## config.mk

```make
export PLATFORM = sky130hd
export DESIGN_NAME = vram_cpu_port
export DESIGN_NICKNAME = d
export VERILOG_FILES = /design/src/rtl/vram_cpu_pkg.sv /design/src/rtl/vram_wr_fifo.sv /design/src/rtl/vram_cpu_port.sv
export SDC_FILE = /design/constraint.sdc
export NUM_CORES = 1
export LEC_CHECK = 0
export CORE_ASPECT_RATIO = 0.5
export CORE_UTILIZATION = 35
export CTS_BUF_LIST = sky130_fd_sc_hd__clkbuf_8
export CTS_CLUSTER_DIAMETER = 200
export DETAILED_ROUTE_END_ITERATION = 10
export SYNTH_ARGS = -nofsm -noshare
export SYNTH_HDL_FRONTEND = slang
export SYNTH_HIERARCHICAL = 1
export SYNTH_SLANG_ARGS = --single-unit
```

## constraint.sdc

```tcl
create_clock -name clk_sys -period 3.8 [get_ports clk_sys]
set_clock_uncertainty 0.15 [all_clocks]
set_input_delay 0.57 -clock clk_sys [delete_from_list [all_inputs] [get_ports clk_sys]]
set_output_delay 0.57 -clock clk_sys [all_outputs]
set_load 0.1 [all_outputs]
```

## src/rtl/vram_cpu_pkg.sv

```systemverilog
// ----------------------------------------------------------------------------
// vram_cpu_pkg
// Shared types and constants for the CPU-side VRAM port.
//   state_t     : CPU port sequencer states (IDLE / ARM / BUSY)
//   wr_entry_t  : one posted write, {addr, data}
//   VRAM_AW     : default physical address width
//   ptr_w()     : pointer width for a FIFO of a given depth (never 0)
//   make_entry(): packs an address/data pair into a wr_entry_t
// ----------------------------------------------------------------------------
package vram_cpu_pkg;

    localparam int VRAM_AW = 19;

    typedef enum logic [1:0] {
        IDLE = 2'd0,
        ARM  = 2'd1,
        BUSY = 2'd2
    } state_t;

    typedef struct packed {
        logic [VRAM_AW-1:0] addr;
        logic [7:0]         data;
    } wr_entry_t;

    // A depth-1 FIFO still gets a 1-bit pointer so no vector collapses to zero width.
    function automatic int ptr_w(input int depth);
        if (depth > 1) begin
            return $clog2(depth);
        end else begin
            return 1;
        end
    endfunction

    function automatic wr_entry_t make_entry(input logic [VRAM_AW-1:0] addr,
                                             input logic [7:0]         data);
        wr_entry_t e;
        e.addr = addr;
        e.data = data;
        return e;
    endfunction

endpackage

```

## src/rtl/vram_wr_fifo.sv

```systemverilog
// ----------------------------------------------------------------------------
// vram_wr_fifo
// Synchronous FIFO holding posted CPU writes. Push and pop may occur in the
// same cycle (count unchanged). A push while full is accepted only if a pop
// happens in the same cycle.
// Ports:
//   clk_sys, reset      : clock, synchronous active-high reset
//   push, push_entry    : write request and entry
//   pop                 : remove the head entry
//   head                : current head entry (valid when !empty)
//   full, empty, count  : occupancy; count is one bit wider than the pointers
// ----------------------------------------------------------------------------
module vram_wr_fifo
    import vram_cpu_pkg::*;
#(
    parameter int DEPTH = 2
) (
    input  logic                  clk_sys,
    input  logic                  reset,
    input  logic                  push,
    input  wr_entry_t             push_entry,
    input  logic                  pop,
    output wr_entry_t             head,
    output logic                  full,
    output logic                  empty,
    output logic [ptr_w(DEPTH):0] count
);

    localparam int PW = ptr_w(DEPTH);
    localparam int CW = PW + 1;
    localparam logic [PW-1:0] LAST_PTR = PW'(DEPTH - 1);
    localparam logic [CW-1:0] FULL_CNT = CW'(DEPTH);

    wr_entry_t       mem_r [DEPTH];
    logic [PW-1:0]   wr_ptr_r;
    logic [PW-1:0]   rd_ptr_r;
    logic [CW-1:0]   count_r;
    logic            do_push_s;
    logic            do_pop_s;

    // Pointers wrap modulo DEPTH rather than relying on natural overflow.
    function automatic logic [PW-1:0] next_ptr(input logic [PW-1:0] p);
        if (p == LAST_PTR) begin
            return PW'(0);
        end else begin
            return p + PW'(1);
        end
    endfunction

    // Occupancy flags and qualified push/pop strobes.
    always_comb begin
        full      = (count_r == FULL_CNT);
        empty     = (count_r == CW'(0));
        do_pop_s  = pop & ~empty;
        do_push_s = push & (~full | do_pop_s);
        head      = mem_r[rd_ptr_r];
        count     = count_r;
    end

    // Storage, pointers and occupancy counter.
    always_ff @(posedge clk_sys) begin
        if (reset) begin
            wr_ptr_r <= PW'(0);
            rd_ptr_r <= PW'(0);
            count_r  <= CW'(0);
            for (int i = 0; i < DEPTH; i++) begin
                mem_r[i] <= '0;
            end
        end else begin
            if (do_push_s) begin
                mem_r[wr_ptr_r] <= push_entry;
                wr_ptr_r        <= next_ptr(wr_ptr_r);
            end
            if (do_pop_s) begin
                rd_ptr_r <= next_ptr(rd_ptr_r);
            end
            case ({do_push_s, do_pop_s})
                2'b10:   count_r <= count_r + CW'(1);
                2'b01:   count_r <= count_r - CW'(1);
                default: count_r <= count_r;
            endcase
        end
    end

endmodule

```

## src/rtl/vram_cpu_port.sv

```systemverilog
// ----------------------------------------------------------------------------
// vram_cpu_port
// CPU-side reader/writer for the shared VRAM. Writes are posted through a
// small FIFO; a write that finds the FIFO full is parked in a hold register
// and stalls the CPU until a slot frees up. Reads stall the CPU and are issued
// only after every older write has reached RAM (strict program order, no
// forwarding). Accesses go out only in slots the video side does not own.
// Ports:
//   clk_sys, reset        : clock, synchronous active-high reset
//   ce_6mn, mem_contention: slot strobe and video ownership of the slot
//   cpu_req/we/addr/din   : Z80 memory cycle (level request, paged address)
//   cpu_dout, cpu_wait    : read data and wait request back to the CPU
//   ram_req/we/addr/din   : one-cycle access strobe and held access fields
//   ram_ack, ram_dout     : one-cycle completion and read data
// All outputs are registered.
// ----------------------------------------------------------------------------
module vram_cpu_port
    import vram_cpu_pkg::*;
#(
    parameter int AW       = VRAM_AW,
    parameter int WR_DEPTH = 2
) (
    input  logic          clk_sys,
    input  logic          reset,
    input  logic          ce_6mn,
    input  logic          mem_contention,
    input  logic          cpu_req,
    input  logic          cpu_we,
    input  logic [AW-1:0] cpu_addr,
    input  logic [7:0]    cpu_din,
    output logic [7:0]    cpu_dout,
    output logic          cpu_wait,
    output logic          ram_req,
    output logic          ram_we,
    output logic [AW-1:0] ram_addr,
    output logic [7:0]    ram_din,
    input  logic          ram_ack,
    input  logic [7:0]    ram_dout
);

    localparam int CW = ptr_w(WR_DEPTH) + 1;

    // Sequencer and output registers
    state_t          state_r;
    state_t          state_nx_s;
    logic            ram_req_r;
    logic            ram_we_r;
    logic [AW-1:0]   ram_addr_r;
    logic [7:0]      ram_din_r;
    logic            ram_req_nx_s;
    logic            ram_we_nx_s;
    logic [AW-1:0]   ram_addr_nx_s;
    logic [7:0]      ram_din_nx_s;
    logic [7:0]      cpu_dout_r;
    logic            cpu_wait_r;

    // CPU request tracking
    logic            req_d_r;
    logic            hold_valid_r;
    wr_entry_t       hold_entry_r;
    logic            rd_pend_r;
    logic [AW-1:0]   rd_addr_r;

    // Decoded events
    logic            edge_s;
    logic            wr_edge_s;
    logic            rd_edge_s;
    logic            slot_s;
    logic            ack_ok_s;
    logic            pop_s;
    logic            rd_done_s;
    logic            hold_push_s;
    logic            edge_push_s;
    logic            hold_set_s;
    logic            push_s;
    logic            work_s;
    logic            left_s;
    wr_entry_t       push_entry_s;

    // FIFO view
    wr_entry_t       head_s;
    logic            full_s;
    logic            empty_s;
    logic [CW-1:0]   count_s;

    vram_wr_fifo #(
        .DEPTH (WR_DEPTH)
    ) u_fifo (
        .clk_sys    (clk_sys),
        .reset      (reset),
        .push       (push_s),
        .push_entry (push_entry_s),
        .pop        (pop_s),
        .head       (head_s),
        .full       (full_s),
        .empty      (empty_s),
        .count      (count_s)
    );

    // Request edge decode and FIFO push/pop steering.
    always_comb begin
        // A new edge is ignored while a blocked operation is still parked:
        // that only happens after a CPU abort, and the parked op must finish.
        edge_s      = cpu_req & ~req_d_r & ~hold_valid_r & ~rd_pend_r;
        wr_edge_s   = edge_s & cpu_we;
        rd_edge_s   = edge_s & ~cpu_we;
        slot_s      = ce_6mn & ~mem_contention;
        // The ram_req cycle itself never counts as an acknowledge.
        ack_ok_s    = (state_r == BUSY) & ~ram_req_r & ram_ack;
        pop_s       = ack_ok_s & ram_we_r;
        rd_done_s   = ack_ok_s & ~ram_we_r;
        hold_push_s = hold_valid_r & ~full_s;
        edge_push_s = wr_edge_s & ~full_s;
        hold_set_s  = wr_edge_s & full_s;
        push_s      = hold_push_s | edge_push_s;
        if (hold_valid_r) begin
            push_entry_s = hold_entry_r;
        end else begin
            push_entry_s = make_entry(VRAM_AW'(cpu_addr), cpu_din);
        end
    end

    // Sequencer next state and next RAM port fields.
    always_comb begin
        state_nx_s    = state_r;
        ram_req_nx_s  = 1'b0;
        ram_we_nx_s   = ram_we_r;
        ram_addr_nx_s = ram_addr_r;
        ram_din_nx_s  = ram_din_r;
        work_s        = ~empty_s | hold_valid_r | rd_pend_r;
        // Work still outstanding once this cycle's ack/push/edge has landed.
        if (pop_s) begin
            left_s = (count_s > CW'(1));
        end else begin
            left_s = ~empty_s;
        end
        left_s = left_s | push_s | hold_valid_r | hold_set_s | rd_edge_s
                 | (rd_pend_r & ~rd_done_s);

        case (state_r)
            IDLE: begin
                if (work_s) begin
                    state_nx_s = ARM;
                end else begin
                    state_nx_s = IDLE;
                end
            end
            ARM: begin
                if (slot_s & ~empty_s) begin
                    ram_req_nx_s  = 1'b1;
                    ram_we_nx_s   = 1'b1;
                    ram_addr_nx_s = AW'(head_s.addr);
                    ram_din_nx_s  = head_s.data;
                    state_nx_s    = BUSY;
                end else if (slot_s & rd_pend_r & ~hold_valid_r) begin
                    ram_req_nx_s  = 1'b1;
                    ram_we_nx_s   = 1'b0;
                    ram_addr_nx_s = rd_addr_r;
                    state_nx_s    = BUSY;
                end else if (~work_s) begin
                    state_nx_s = IDLE;
                end else begin
                    state_nx_s = ARM;
                end
            end
            BUSY: begin
                if (ack_ok_s) begin
                    if (left_s) begin
                        state_nx_s = ARM;
                    end else begin
                        state_nx_s = IDLE;
                    end
                end else begin
                    state_nx_s = BUSY;
                end
            end
            default: begin
                state_nx_s = IDLE;
            end
        endcase
    end

    // Sequencer state register.
    always_ff @(posedge clk_sys) begin
        if (reset) begin
            state_r <= IDLE;
        end else begin
            state_r <= state_nx_s;
        end
    end

    // RAM port output registers; fields hold between requests.
    always_ff @(posedge clk_sys) begin
        if (reset) begin
            ram_req_r  <= 1'b0;
            ram_we_r   <= 1'b0;
            ram_addr_r <= AW'(0);
            ram_din_r  <= 8'h00;
        end else begin
            ram_req_r  <= ram_req_nx_s;
            ram_we_r   <= ram_we_nx_s;
            ram_addr_r <= ram_addr_nx_s;
            ram_din_r  <= ram_din_nx_s;
        end
    end

    // CPU request edge history, blocked-write hold register and pending read.
    always_ff @(posedge clk_sys) begin
        if (reset) begin
            req_d_r      <= 1'b0;
            hold_valid_r <= 1'b0;
            hold_entry_r <= '0;
            rd_pend_r    <= 1'b0;
            rd_addr_r    <= AW'(0);
        end else begin
            req_d_r <= cpu_req;
            if (hold_set_s) begin
                hold_valid_r <= 1'b1;
                hold_entry_r <= push_entry_s;
            end else if (hold_push_s) begin
                hold_valid_r <= 1'b0;
            end
            if (rd_edge_s) begin
                rd_pend_r <= 1'b1;
                rd_addr_r <= cpu_addr;
            end else if (rd_done_s) begin
                rd_pend_r <= 1'b0;
            end
        end
    end

    // CPU-facing read data and wait request.
    always_ff @(posedge clk_sys) begin
        if (reset) begin
            cpu_dout_r <= 8'h00;
            cpu_wait_r <= 1'b0;
        end else begin
            if (rd_done_s) begin
                cpu_dout_r <= ram_dout;
            end
            // Releasing on the pop lets the parked write push in the very
            // cycle the CPU sees wait drop.
            if (rd_done_s) begin
                cpu_wait_r <= 1'b0;
            end else if (pop_s & hold_valid_r) begin
                cpu_wait_r <= 1'b0;
            end else if (hold_push_s) begin
                cpu_wait_r <= 1'b0;
            end else if (hold_set_s | rd_edge_s) begin
                cpu_wait_r <= 1'b1;
            end
        end
    end

    assign cpu_dout = cpu_dout_r;
    assign cpu_wait = cpu_wait_r;
    assign ram_req  = ram_req_r;
    assign ram_we   = ram_we_r;
    assign ram_addr = ram_addr_r;
    assign ram_din  = ram_din_r;

endmodule

```

==> results_dict.tcl <==
set metrics [dict create \
    synth_edf_count 54 \
    yosys_warnings 6 \
    r2r_setup_slack_ps 1150 \
    layout_common_cells "94 x dfxtp_1, 78 x clkdlybuf4s50_1, 69 x a21oi_1, 64 x mux2_2, 55 x and2_1" \
    finalSetupTns_ps 0 \
    intPower_mw 2.40 \
    dr.pass1.iters 5 \
    ys_async_sr_fraction 0 \
    synth_cells 643 \
    power_frac_seq 0.528 \
    multiInputGateArea_um2 3130 \
    wl_per_cell_um 16.8 \
    period_share 0.742 \
    comb_power_share 0.094 \
    cts_setup_buffers 0 \
    critPathMaxFanout 12 \
    die_y_um 102 \
    clkLatencyLatePin_ps 440 \
    rr_worst_depth 5 \
    syn_to_final_growth_pct 19.9 \
    drc 0 \
    relSlewSlack 0.331 \
    switching_share 0.257 \
    finalMaxSlewViolations 0 \
    crit_start "ram_we$_SDFFE_PP0P_" \
    cts_root_buf "clkbuf_8" \
    power.share.clock 0.378 \
    worstPathArrival_ps 2100 \
    syn_nets 685 \
    cts_buffers 17 \
    r2r_end "u_fifo/mem_r[1][8]$_SDFFCE_PN0P_" \
    htreeDepth 4 \
    path_cells "buf_4 -> clkdlybuf4s50_1" \
    diodes 0 \
    hold_viol_final 0 \
    ys.flop_type "dfxtp_1" \
    pin_count 80 \
    fin_area_um2 8320 \
    ys_seq_area_frac 0.505 \
    reg2reg_from "hold_valid_r$_SDFFE_PP0P_" \
    fin_util 0.440 \
    peakVddDrop_v 0.000216 \
    port_buffers 79 \
    endpoint "ram_we" \
    routed_wl_um 16300 \
    grt_remaining_overflow 0 \
    layout_commonest_cell "dfxtp_1" \
    post-route-min-period_ps 2820 \
    synth_cell_types 45 \
    path_buf_inv 2 \
    switchingPower_mw 0.832 \
    grt_max_degree 86 \
    critPathLaunchType "register" \
    initial_core_util 0.367 \
    rows 35 \
    cts_hold_buf 0 \
    placed_area_um2 7940 \
    drive_gt1_frac 0.224 \
    outcome "finished clean" \
    worst_slew_pin_slew_ps 1000 \
    report.final.setup_viol 0 \
    cts_tree "yes" \
    ctsResizeCount 0 \
    die_w_um 201 \
    whs_ps 330 \
    worstHoldPathType "reg -> reg" \
    grt_usage 0.164 \
    place_inst 942 \
    via_per_inst 4.97 \
    fmax_ghz 0.355 \
    drtIter0Drc 284 \
    grt_pass1_wl_um 26300 \
    final_nets 744 \
    leakage_nw 3.00 \
    ys_ff_latch 148 \
    powerDensity_nw_per_um2 389 \
    finalWeightedCongestion 0.731 \
    cp_top_family "buffers and inverters" \
    cap_viol_max_count 0 \
    ff_latch_area_um2 3500 \
    cpPeakStageDelay_ps 1150 \
    clk_pin_slew_ps 90 \
    synth.cell_area_um2 6940 \
    cts_sinks 148 \
    clockBufferDepth 2 \
    grt_pass1_vias 4945 \
    fillers 1814 \
    rsz0062_at_grt "no" \
    ant_nets 0 \
    stdcell_count 974 \
    endpoint_kind "output pin" \
    antenna_found_initial 0 \
    worstSetupPathType "reg -> out" \
    coreArea_um2 18900 \
    die-area_um2 20400 \
    cp_data_required_time_ps 3080 \
    routed-via-count 4839 \
    hold_depth 2 \
    path_depth 2 \
    dpl.hpwl_um 10600 \
    cp_slowest_cell "clkdlybuf4s50_1" \
    syn-mean-instance-area_um2 10.8 \
]
-- how the worst min path moves through the flow --
stage / startpoint / endpoint / slack, ps
after floorplan: rd_addr_r[0]$_SDFFE_PP0P_ / rd_addr_r[0]$_SDFFE_PP0P_ / 300
after CTS: rd_addr_r[0]$_SDFFE_PP0P_ / rd_addr_r[0]$_SDFFE_PP0P_ / 330
final: rd_addr_r[0]$_SDFFE_PP0P_ / rd_addr_r[0]$_SDFFE_PP0P_ / 330
after detailed placement: rd_addr_r[0]$_SDFFE_PP0P_ / rd_addr_r[0]$_SDFFE_PP0P_ / 320
after global placement: cpu_dout[2]$_SDFFE_PP0P_ / cpu_dout[2]$_SDFFE_PP0P_ / 310
after global routing: rd_addr_r[0]$_SDFFE_PP0P_ / rd_addr_r[0]$_SDFFE_PP0P_ / 350
-- synthesized netlist by cell type (all sizes together) (2+ instances only) --
library cell  count  area share
nor4bb            2      0.0029
a211o             2      0.0025
nand3b            2      0.0022
nor3             55       0.059
mux2             73        0.12
nor3b             4      0.0059
nand2b            5      0.0056
nor2b            22       0.020
inv               3      0.0016
dfxtp            94        0.27
a211oi            2      0.0022
a21oi            69       0.050
buf              32       0.034
a21o              2      0.0022
nor2             27       0.015
nand2             4      0.0022
xor2              2      0.0025
and2             55       0.050
nand3            35       0.025
o21ai            38       0.027
nor4b             2      0.0056
edfxtp           54        0.23
clkbuf           26       0.014
or2               2      0.0018
mux2i            20       0.029
-- routing by layer --
layer | global-route usage | vias up | wire (µm)
met3 | 0.0325 | 13 | 600
met2 | 0.274 | 67 | 7640
met5 | 0 | - | 0
met4 | 0.0519 | 0 | 178
met1 | 0.215 | 2362 | 7920
li1 | - | 2397 | -
-- power groups by stage --
stage | combinational [mW] | clock (mW) | sequential, mW
global route | 0.328 | 1.33 | 1.71
finish | 0.303 | 1.22 | 1.71
detailed placement | 0.305 | 0 | 1.74
global placement | 0.303 | 0 | 1.74
floorplan | 0.183 | 0 | 1.75
CTS | 0.306 | 1.25 | 1.71
-- final cells by class --
class | instances | share of cell area
multi-input combinational | 434 | 0.376
tap | 259 | 0.0389
clock inverter | 15 | 0.0183
inverter | 3 | 0.00135
sequential | 148 | 0.421
timing repair buffer | 98 | 0.116
clock buffer | 17 | 0.0281
-- stage by stage --
step	setup slack, ps	power [mW]
floorplan	392	1.93
global placement	627	2.05
detailed placement	583	2.05
CTS	954	3.27
global route	861	3.37
finish	980	3.24
-- cells by family (layout without fill, tap and decap cells) --
family / after synthesis / count (layout) / share of synthesized area
mux: 93 / 93 / 0.152
xor+xnor: 2 / 2 / 0.00252
flops: 148 / 148 / 0.505
buf+inv: 61 / 133 / 0.0492
simple gates: 221 / 221 / 0.202
compound gates: 118 / 118 / 0.0897
-- flip-flops by register name, summed over array words and instances, names as in the netlist, 2 cells and up, named ones only --
| register | flops |
|---|---|
| hold_entry_r | 27 |
| ram_din | 8 |
| ram_addr | 19 |
| cpu_dout | 8 |
| u_fifo/mem_r | 54 |
| state_r | 2 |
| rd_addr_r | 19 |
| u_fifo/count | 2 |
-- worst reg2reg max path, delay by kind of cell (launching register included) --
| family | cells | cell delay (ps) |
|---|---|---|
| DFF | 1 | 810 |
| and+or+nand+nor | 3 | 1060 |
| AOI/OAI and AO/OA | 1 | 130 |
| buffers and inverters | 1 | 210 |
Note: power is estimated with default switching activity, not from simulation.
